--- src/rtl/macrocell_configuration_encoder.sv ---
// Macrocell configuration encoder: takes one macrocell's field bundle per
// handshake, packs it into a fixed-width word and streams the words out
// serially, LSB first, to build the macrocell configuration block of a frame.
module macrocell_configuration_encoder #(
  parameter int num_labs                    = 2,
  parameter int macrocells_per_lab          = 16,
  parameter int product_terms_per_macrocell = 5,
  localparam int bits_per_macrocell         = product_terms_per_macrocell + 9,
  localparam int lab_w = (num_labs > 1) ? $clog2(num_labs) : 1,
  localparam int mc_w  = (macrocells_per_lab > 1) ? $clog2(macrocells_per_lab) : 1,
  localparam int bit_w = $clog2(bits_per_macrocell + 1)
) (
  input  logic                                   clock,
  input  logic                                   reset,
  input  logic                                   start,
  output logic                                   busy,
  input  logic                                   in_valid,
  output logic                                   in_ready,
  input  logic [product_terms_per_macrocell-1:0] product_term_enable,
  input  logic                                   clear_select,
  input  logic                                   enable_preset,
  input  logic [1:0]                             clock_and_enable_switch,
  input  logic                                   fast_input_select,
  input  logic [2:0]                             parallel_expander_enable,
  input  logic                                   register_bypass_enable,
  output logic                                   serial_data,
  output logic                                   serial_valid,
  input  logic                                   serial_ready,
  output logic [lab_w-1:0]                       current_lab,
  output logic [mc_w-1:0]                        current_macrocell,
  output logic                                   frame_done
);

  typedef enum logic [1:0] {
    IDLE,
    LOAD,
    SHIFT,
    DONE
  } state_t;

  state_t                        state;
  logic [bits_per_macrocell-1:0] shreg;
  logic [bits_per_macrocell-1:0] packed_word;
  logic [bit_w-1:0]              bit_count;
  logic                          last_bit;
  logic                          last_macrocell_in_lab;
  logic                          last_lab;

  // Field layout of one macrocell word, bit 0 at the right.
  assign packed_word = {register_bypass_enable,
                        parallel_expander_enable,
                        fast_input_select,
                        clock_and_enable_switch,
                        enable_preset,
                        clear_select,
                        product_term_enable};

  assign last_bit              = (bit_count == bit_w'(bits_per_macrocell - 1));
  assign last_macrocell_in_lab = (current_macrocell == mc_w'(macrocells_per_lab - 1));
  assign last_lab              = (current_lab == lab_w'(num_labs - 1));

  // The handshake qualifiers come straight from the state so the upstream and
  // downstream see them in the same cycle the state is entered.
  assign in_ready     = (state == LOAD);
  assign serial_valid = (state == SHIFT);
  assign serial_data  = shreg[0];

  // Frame sequencer: accept a word, shift it out bit by bit, advance the
  // LAB/macrocell position, and pulse frame_done after the last bit.
  always_ff @(posedge clock) begin
    if (reset) begin
      state             <= IDLE;
      busy              <= 1'b0;
      frame_done        <= 1'b0;
      shreg             <= '0;
      bit_count         <= '0;
      current_lab       <= '0;
      current_macrocell <= '0;
    end else begin
      frame_done <= 1'b0;
      case (state)
        IDLE: begin
          if (start) begin
            state             <= LOAD;
            busy              <= 1'b1;
            bit_count         <= '0;
            current_lab       <= '0;
            current_macrocell <= '0;
          end
        end
        LOAD: begin
          if (in_valid) begin
            shreg     <= packed_word;
            bit_count <= '0;
            state     <= SHIFT;
          end
        end
        SHIFT: begin
          if (serial_ready) begin
            shreg     <= shreg >> 1;
            bit_count <= bit_count + 1'b1;
            if (last_bit) begin
              if (last_lab && last_macrocell_in_lab) begin
                state      <= DONE;
                frame_done <= 1'b1;
              end else begin
                state <= LOAD;
                if (last_macrocell_in_lab) begin
                  current_macrocell <= '0;
                  current_lab       <= current_lab + 1'b1;
                end else begin
                  current_macrocell <= current_macrocell + 1'b1;
                end
              end
            end
          end
        end
        DONE: begin
          state <= IDLE;
          busy  <= 1'b0;
        end
        default: begin
          state <= IDLE;
          busy  <= 1'b0;
        end
      endcase
    end
  end

endmodule
--- config.mk ---
export PLATFORM = sky130hd
export DESIGN_NAME = macrocell_configuration_encoder
export DESIGN_NICKNAME = d
export VERILOG_FILES = /design/src/rtl/macrocell_configuration_encoder.sv
export SDC_FILE = /design/constraint.sdc
export NUM_CORES = 1
export LEC_CHECK = 0
export BUFFER_PORTS_ARGS = -buffer_cell sky130_fd_sc_hd__buf_2
export CAP_MARGIN = 20
export CORE_MARGIN = 2
export CORE_UTILIZATION = 32
export CTS_CLUSTER_DIAMETER = 40
export DETAILED_ROUTE_END_ITERATION = 10
export HOLD_SLACK_MARGIN = 0.06
export PLACE_DENSITY = 0.58
export SYNTH_ARGS = -nofsm -noshare
export SYNTH_HDL_FRONTEND = slang
export SYNTH_SLANG_ARGS = --single-unit
--- constraint.sdc ---
create_clock -name clock -period 1.52 [get_ports clock]
set_clock_uncertainty 0.05 [all_clocks]
set_input_delay 0.228 -clock clock [delete_from_list [all_inputs] [get_ports clock]]
set_output_delay 0.228 -clock clock [all_outputs]
set_load 0.01 [all_outputs]
Word level (Yosys, flattened, before mapping)
Index checks and enable logic that the tools add are counted.

cells by class
  bitwise logic cells = 3
  $add $sub $neg = 3
  equality and inequality tests = 11
  reductions and logical operators = 13
  mux-type cells = 27

operators by type and width
  operator                                                          number
  14-bit 2-to-1 mux                                                 2
  4-bit 2-to-1 mux                                                  7
  14-bit case mux with 2 select lines                               1
  4-bit case mux with 3 select lines                                1
  2-bit 2-to-1 mux                                                  5
  4-bit by 1-bit adder with 4-bit output (second input constant)    2
  4-bit == test (second input constant)                             2
  2-bit case mux with 4 select lines                                1
  4-bit case mux with 2 select lines                                1
  4-bit AND reduction                                               2
  1-bit 2-to-1 mux                                                  7
  2-bit by 1-bit != test with 1-bit output (second input constant)  3
  2-bit != test (second input constant)                             3
  6-bit AND reduction                                               1
  2-bit nonzero test                                                3
  5-bit AND reduction                                               1
  2-bit == test (second input constant)                             2
  1-bit case mux with 2 select lines                                2
  4-bit OR reduction                                                1
  1-bit NOT                                                         3
  3-bit AND reduction                                               1
  3-bit nonzero test                                                1
  2-bit by 1-bit == test with 1-bit output (second input constant)  1
  2-bit logical NOT                                                 1
  other kinds (3)                                                   3

storage, ports and cells
  output and inout bits = 10
  input port bits = 19
  logic and storage cells = 64
  bits in registers = 27

Depth between registers and ports, before layout
  word-level depth = 6
  mapped depth = 7

Least setup slack after synthesis
Ideal clock, no wire load.

  path kind = register to register
  start = register current_macrocell[0]
  end = register current_macrocell[1]
  clock period less this slack = 1.586 ns
  arrival = 1.403 ns
  slack = -0.066 ns
  library setup time = 0.133 ns
  stages on the path, launching flop included = 7
  required time = 1.337 ns
  path through = dfxtp_1 -> ha_1 -> and3_1 -> and3_1 -> buf_2 -> o311ai_1 -> o41ai_1

on the way
  word-level cells in the longest chain between the ends = 6
  elaborated cells on any way between the ends = 10
  those cells by class = 1 x add/sub; 2 x eq/ne; 5 x mux; 2 x reduce/logical

ends and longest elaborated chain
  what                                                                            line     text
  from (decl)                                                                     30       output logic [mc_w-1:0] current_macrocell,
  from (signal assigned)                                                          112      current_macrocell <= current_macrocell + 1'b1;
  4-bit by 1-bit adder with 4-bit output / 4-bit == test (equally long branches)  112, 59
  4-bit 2-to-1 mux                                                                108      if (last_macrocell_in_lab) begin
  4-bit 2-to-1 mux                                                                103      if (last_lab && last_macrocell_in_lab) begin
  4-bit 2-to-1 mux                                                                102      if (last_bit) begin
  4-bit 2-to-1 mux                                                                99       if (serial_ready) begin
  4-bit case mux with 2 select lines                                              81       case (state)

Parallel ways exist; a longest one is shown, timed or not. The select of a mux whose other input is x is not followed.
A chain may end at the register's enable or synchronous reset.

Final worst setup path
  start = register state[0]
  end = register state[0]

on the way
  word-level cells in the longest chain between the ends = 3
  elaborated cells on any way between the ends = 10
  those cells by class = 7 x eq/ne; 1 x mux; 2 x reduce/logical

ends and longest elaborated chain
  what                                                                                               line  text
  from (decl)                                                                                        41    state_t state;
  from (signal assigned)                                                                             72    state <= IDLE;
  from (signal assigned)                                                                             84    state <= LOAD;
  from (signal assigned)                                                                             95    state <= SHIFT;
  2-bit by 1-bit == test with 1-bit output, or another cell as far along                             81
  2-bit != test (no source line) / 2-bit by 1-bit != test with 1-bit output (equally long branches)  n/a
  4-bit AND reduction (no source line)                                                               n/a

Parallel ways exist; a longest one is shown, timed or not.

==> summary.txt <==
Global route
  • Largest net degree at the start of global routing: 27
  • Vias in the first global route: 1252
  • Met2 Use GR: 21.58%
  • GRT Max-Usage Layer: met2
  • First-pass GRT wire length: 5671 um
  • GR Util met1: 19.58%
  • Gr ovfl total: 0
  • GR Util All Layers: 14.13%
  • Initial antenna violation count: 0
  • Met3 Track Usage GR: 2.047%

Finish
  • P&R area growth vs syn: 47.74%
  • # diodes: 0
  • Nets: 240
  • Reg area: 546.8 um2
  • Layout cells sized above 1: 42.86%
  • Multi-input gate area: 867.1 um2
  • FILL cells: 395

Detailed routing
  • Number of DRC markers in iteration 0: 57
  • Post-DRT Antenna Nets: 0
  • Total vias in the final route: 1409
  • Initial DRT Pass Iterations: 4
  • Total Routed Length: 3641 um
  • DR vias/cell: 5.277
  • Routed len/inst: 13.64 um
  • DRC violations left: 0

Setup path
  • Crit end category: flop
  • Worst Path Arrival: 1.59 ns
  • Crit Path Class: reg2reg
  • Critical Path, Cell by Cell: buf_6 -> mux2_4 -> o22ai_4 -> buf_4 -> o32a_1 -> nor2_1
  • Crit-path max cell delay: 0.37 ns
  • Slowest CP cell: dfxtp_2
  • Crit path launch type: flop
  • Crit Path Max Fanout: 4
  • Required @ worst endpoint: 1.63 ns

CTS
  • Reg clk slew, reported paths: 0.09 ns
  • Post-CTS Hold Fix Bufs: 0
  • Clk buf depth: 2
  • Sink Count: 27
  • CTS tree: done
  • CTS H-tree lvls: 1
  • Worst-skew pair later-pin latency: 0.28 ns
  • CTS buffer count: 3
  • Clk root buf: clkbuf_8

Floorplanning
  • Die area: 4780 um2
  • Initial Util: 33.70%
  • # rows: 23
  • Chip height: 69.14 um
  • IO Count: 29
  • Die width: 69.14 um
  • Core Area: 4029 um2

Placement
  • Final GP Congestion: 0.7843
  • Post-DP HPWL: 2286 um
  • I/O Buffers: 28
  • Place WS: 0.004728 ns

Power
  • Net Sw Power: 470.6 uW
  • Switching Share: 29.08%
  • Lkg Pwr: 0.0008099 uW
  • Clock power share: 25.9%
  • PwrDens: 806.8 nW/um2
  • Comb pwr share: 25.9%
  • Sequential share of power: 48.2%
  • Power Total: 1618 uW
  • Max VDD drop: 0.4017 mV
  • Cell-internal power: 1148 uW

STA
  • Hold violation count in the final report: 0
  • Setup TNS: 0 ns
  • Tmin final: 1.483 ns
  • Worst setup margin: 0.03722 ns
  • Achievable Freq: 0.6744 GHz
  • Worst Tran Pin Value: 0.2984 ns
  • Slew Viols, Final: 0
  • Final period util: 97.55%
  • Rel. slew slack: 79.59%
  • # setup viols final: 0
  • RSZ-0062 raised after global routing: yes

Yosys
  • Post-Syn Area: 1358 um2
  • Ys Warns: 0
  • Distinct cells, synth: 41
  • Mapped Cells: 165
  • Ys async rst share: 0%
  • Synth Net Count: 187
  • Syn Area/Cell: 8.228 um2
  • Seq/Total Area, Yosys: 39.82%
  • Post-synth top flop: dfxtp_1
  • Post-synth EDFFs: 0
  • Yosys reg bits: 27

Run status
  • Status: complete, no violations

Flow run
  • Max_cap viols: 0

Worst hold path
  • Worst Hold Class: in2reg
==> routing by layer <==
metal,vias up,share of wire [%]
li1,709,-
met1,666,46
met2,30,49
met3,4,3.9
met4,0,1.5
met5,-,0
==> synthesized netlist by cell type (2+ instances only) <==
cell	n	area [um2]
nand3_1	2	10.01
nor3_1	2	10.01
o311ai_1	2	17.52
o31ai_1	2	15.01
ha_1	3	37.54
o21ai_0	7	35.03
dfxtp_1	27	540.5
buf_2	5	25.02
a21oi_1	10	50.05
o41ai_1	2	17.52
a311oi_1	14	122.6
clkbuf_1	4	15.01
and3_1	3	18.77
inv_1	6	22.52
buf_4	2	15.01
nand4_1	2	12.51
nand2_1	30	112.6
nor2_1	19	71.32
==> power by group through the flow <==
stage                     logic, uW  registers (uW)  clock network [uW]
after floorplan                 200             793                   0
after global placement          322             792                   0
after detailed placement        320             793                   0
after CTS                       347             778                 426
after global routing            458             787                 449
final                           419             781                 419
==> cells by family (layout without fill, tap and decap cells) <==
| logic type | after synthesis | after routing | synth area share (%) |
|---|---|---|---|
| buffers and inverters | 19 | 71 | 6.819 |
| multiplexers | 2 | 2 | 1.843 |
| AND/OR/NAND/NOR | 67 | 67 | 22.12 |
| adder cells (fa/ha/maj) | 3 | 3 | 2.765 |
| AO/OA/AOI/OAI | 47 | 47 | 26.64 |
| flip-flops | 27 | 27 | 39.82 |
==> metrics by stage <==
step                      instance area, um2  std cells  hold WS (ns)  utilization [%]
after floorplan                         1363        165        0.3405                -
after global placement                  1684        254        0.4071            41.80
after detailed placement                1684        254        0.4046            41.80
after CTS                               1778        260        0.1505            44.13
after global routing                    2006        267        0.1566            49.78
final                                   2006        267        0.1521            49.78
==> registers in the layout, indices dropped and copies added (netlist names) <==
| name | flops |
|---|---|
| bit_count | 4 |
| busy | 1 |
| current_lab | 1 |
| current_macrocell | 4 |
| frame_done | 1 |
| shreg | 14 |
| state | 2 |
==> layout make-up <==
cell class / instances / area share [%]
Clock buffer: 3 / 2.059
Timing Repair Buffer: 60 / 22.77
Clock inverter: 1 / 0.2495
Sequential cell: 27 / 27.26
Tap cell: 50 / 3.119
Multi-Input combinational cell: 119 / 43.23
Inverter: 7 / 1.310
==> timing repair <==
item	CTS	global route
resized for setup	10	27
setup buffers	2	5
pin swaps	1	18
gates cloned	0	2
setup endpoints to repair	5	20
hold endpoints to repair	0	0
==> cell usage in the layout (no fill, tap or decap), types with 2 or more instances in the layout <==
cell type  count
nand2_1       29
buf_2         27
buf_4         24
dfxtp_1       22
nor2_1        18
a311oi_1      12
a21oi_1        9
o21ai_0        7
dfxtp_2        5
buf_6          5
inv_1          4
inv_2          3
clkbuf_8       3
nand3_1        2
and3_4         2
nand4_1        2
a311oi_2       2
ha_4           2
clkbuf_16      2
==> worst max-delay path, delay by kind of cell, from the launching register on <==
family	cells	cell delay [ns]
AOI/OAI and AO/OA	2	0.31
buffers and inverters	2	0.29
DFF	1	0.37
muxes	1	0.31
and+or+nand+nor	1	0.04
==> worst paths after layout <==
check                                                 from                    end  slack [ns]  cells past startpoint
worst max-delay path                 state[0]$_SDFFE_PP0P_  state[0]$_SDFFE_PP0P_        0.04                      6
worst max register to register       state[0]$_SDFFE_PP0P_  state[0]$_SDFFE_PP0P_        0.04                      6
worst min register to register           busy$_SDFFE_PP0P_      busy$_SDFFE_PP0P_        0.42                      2
worst min-delay path            clock_and_enable_switch[1]  shreg[8]$_SDFFE_PP0P_        0.15                      3
(Power assumes the default switching activity.)
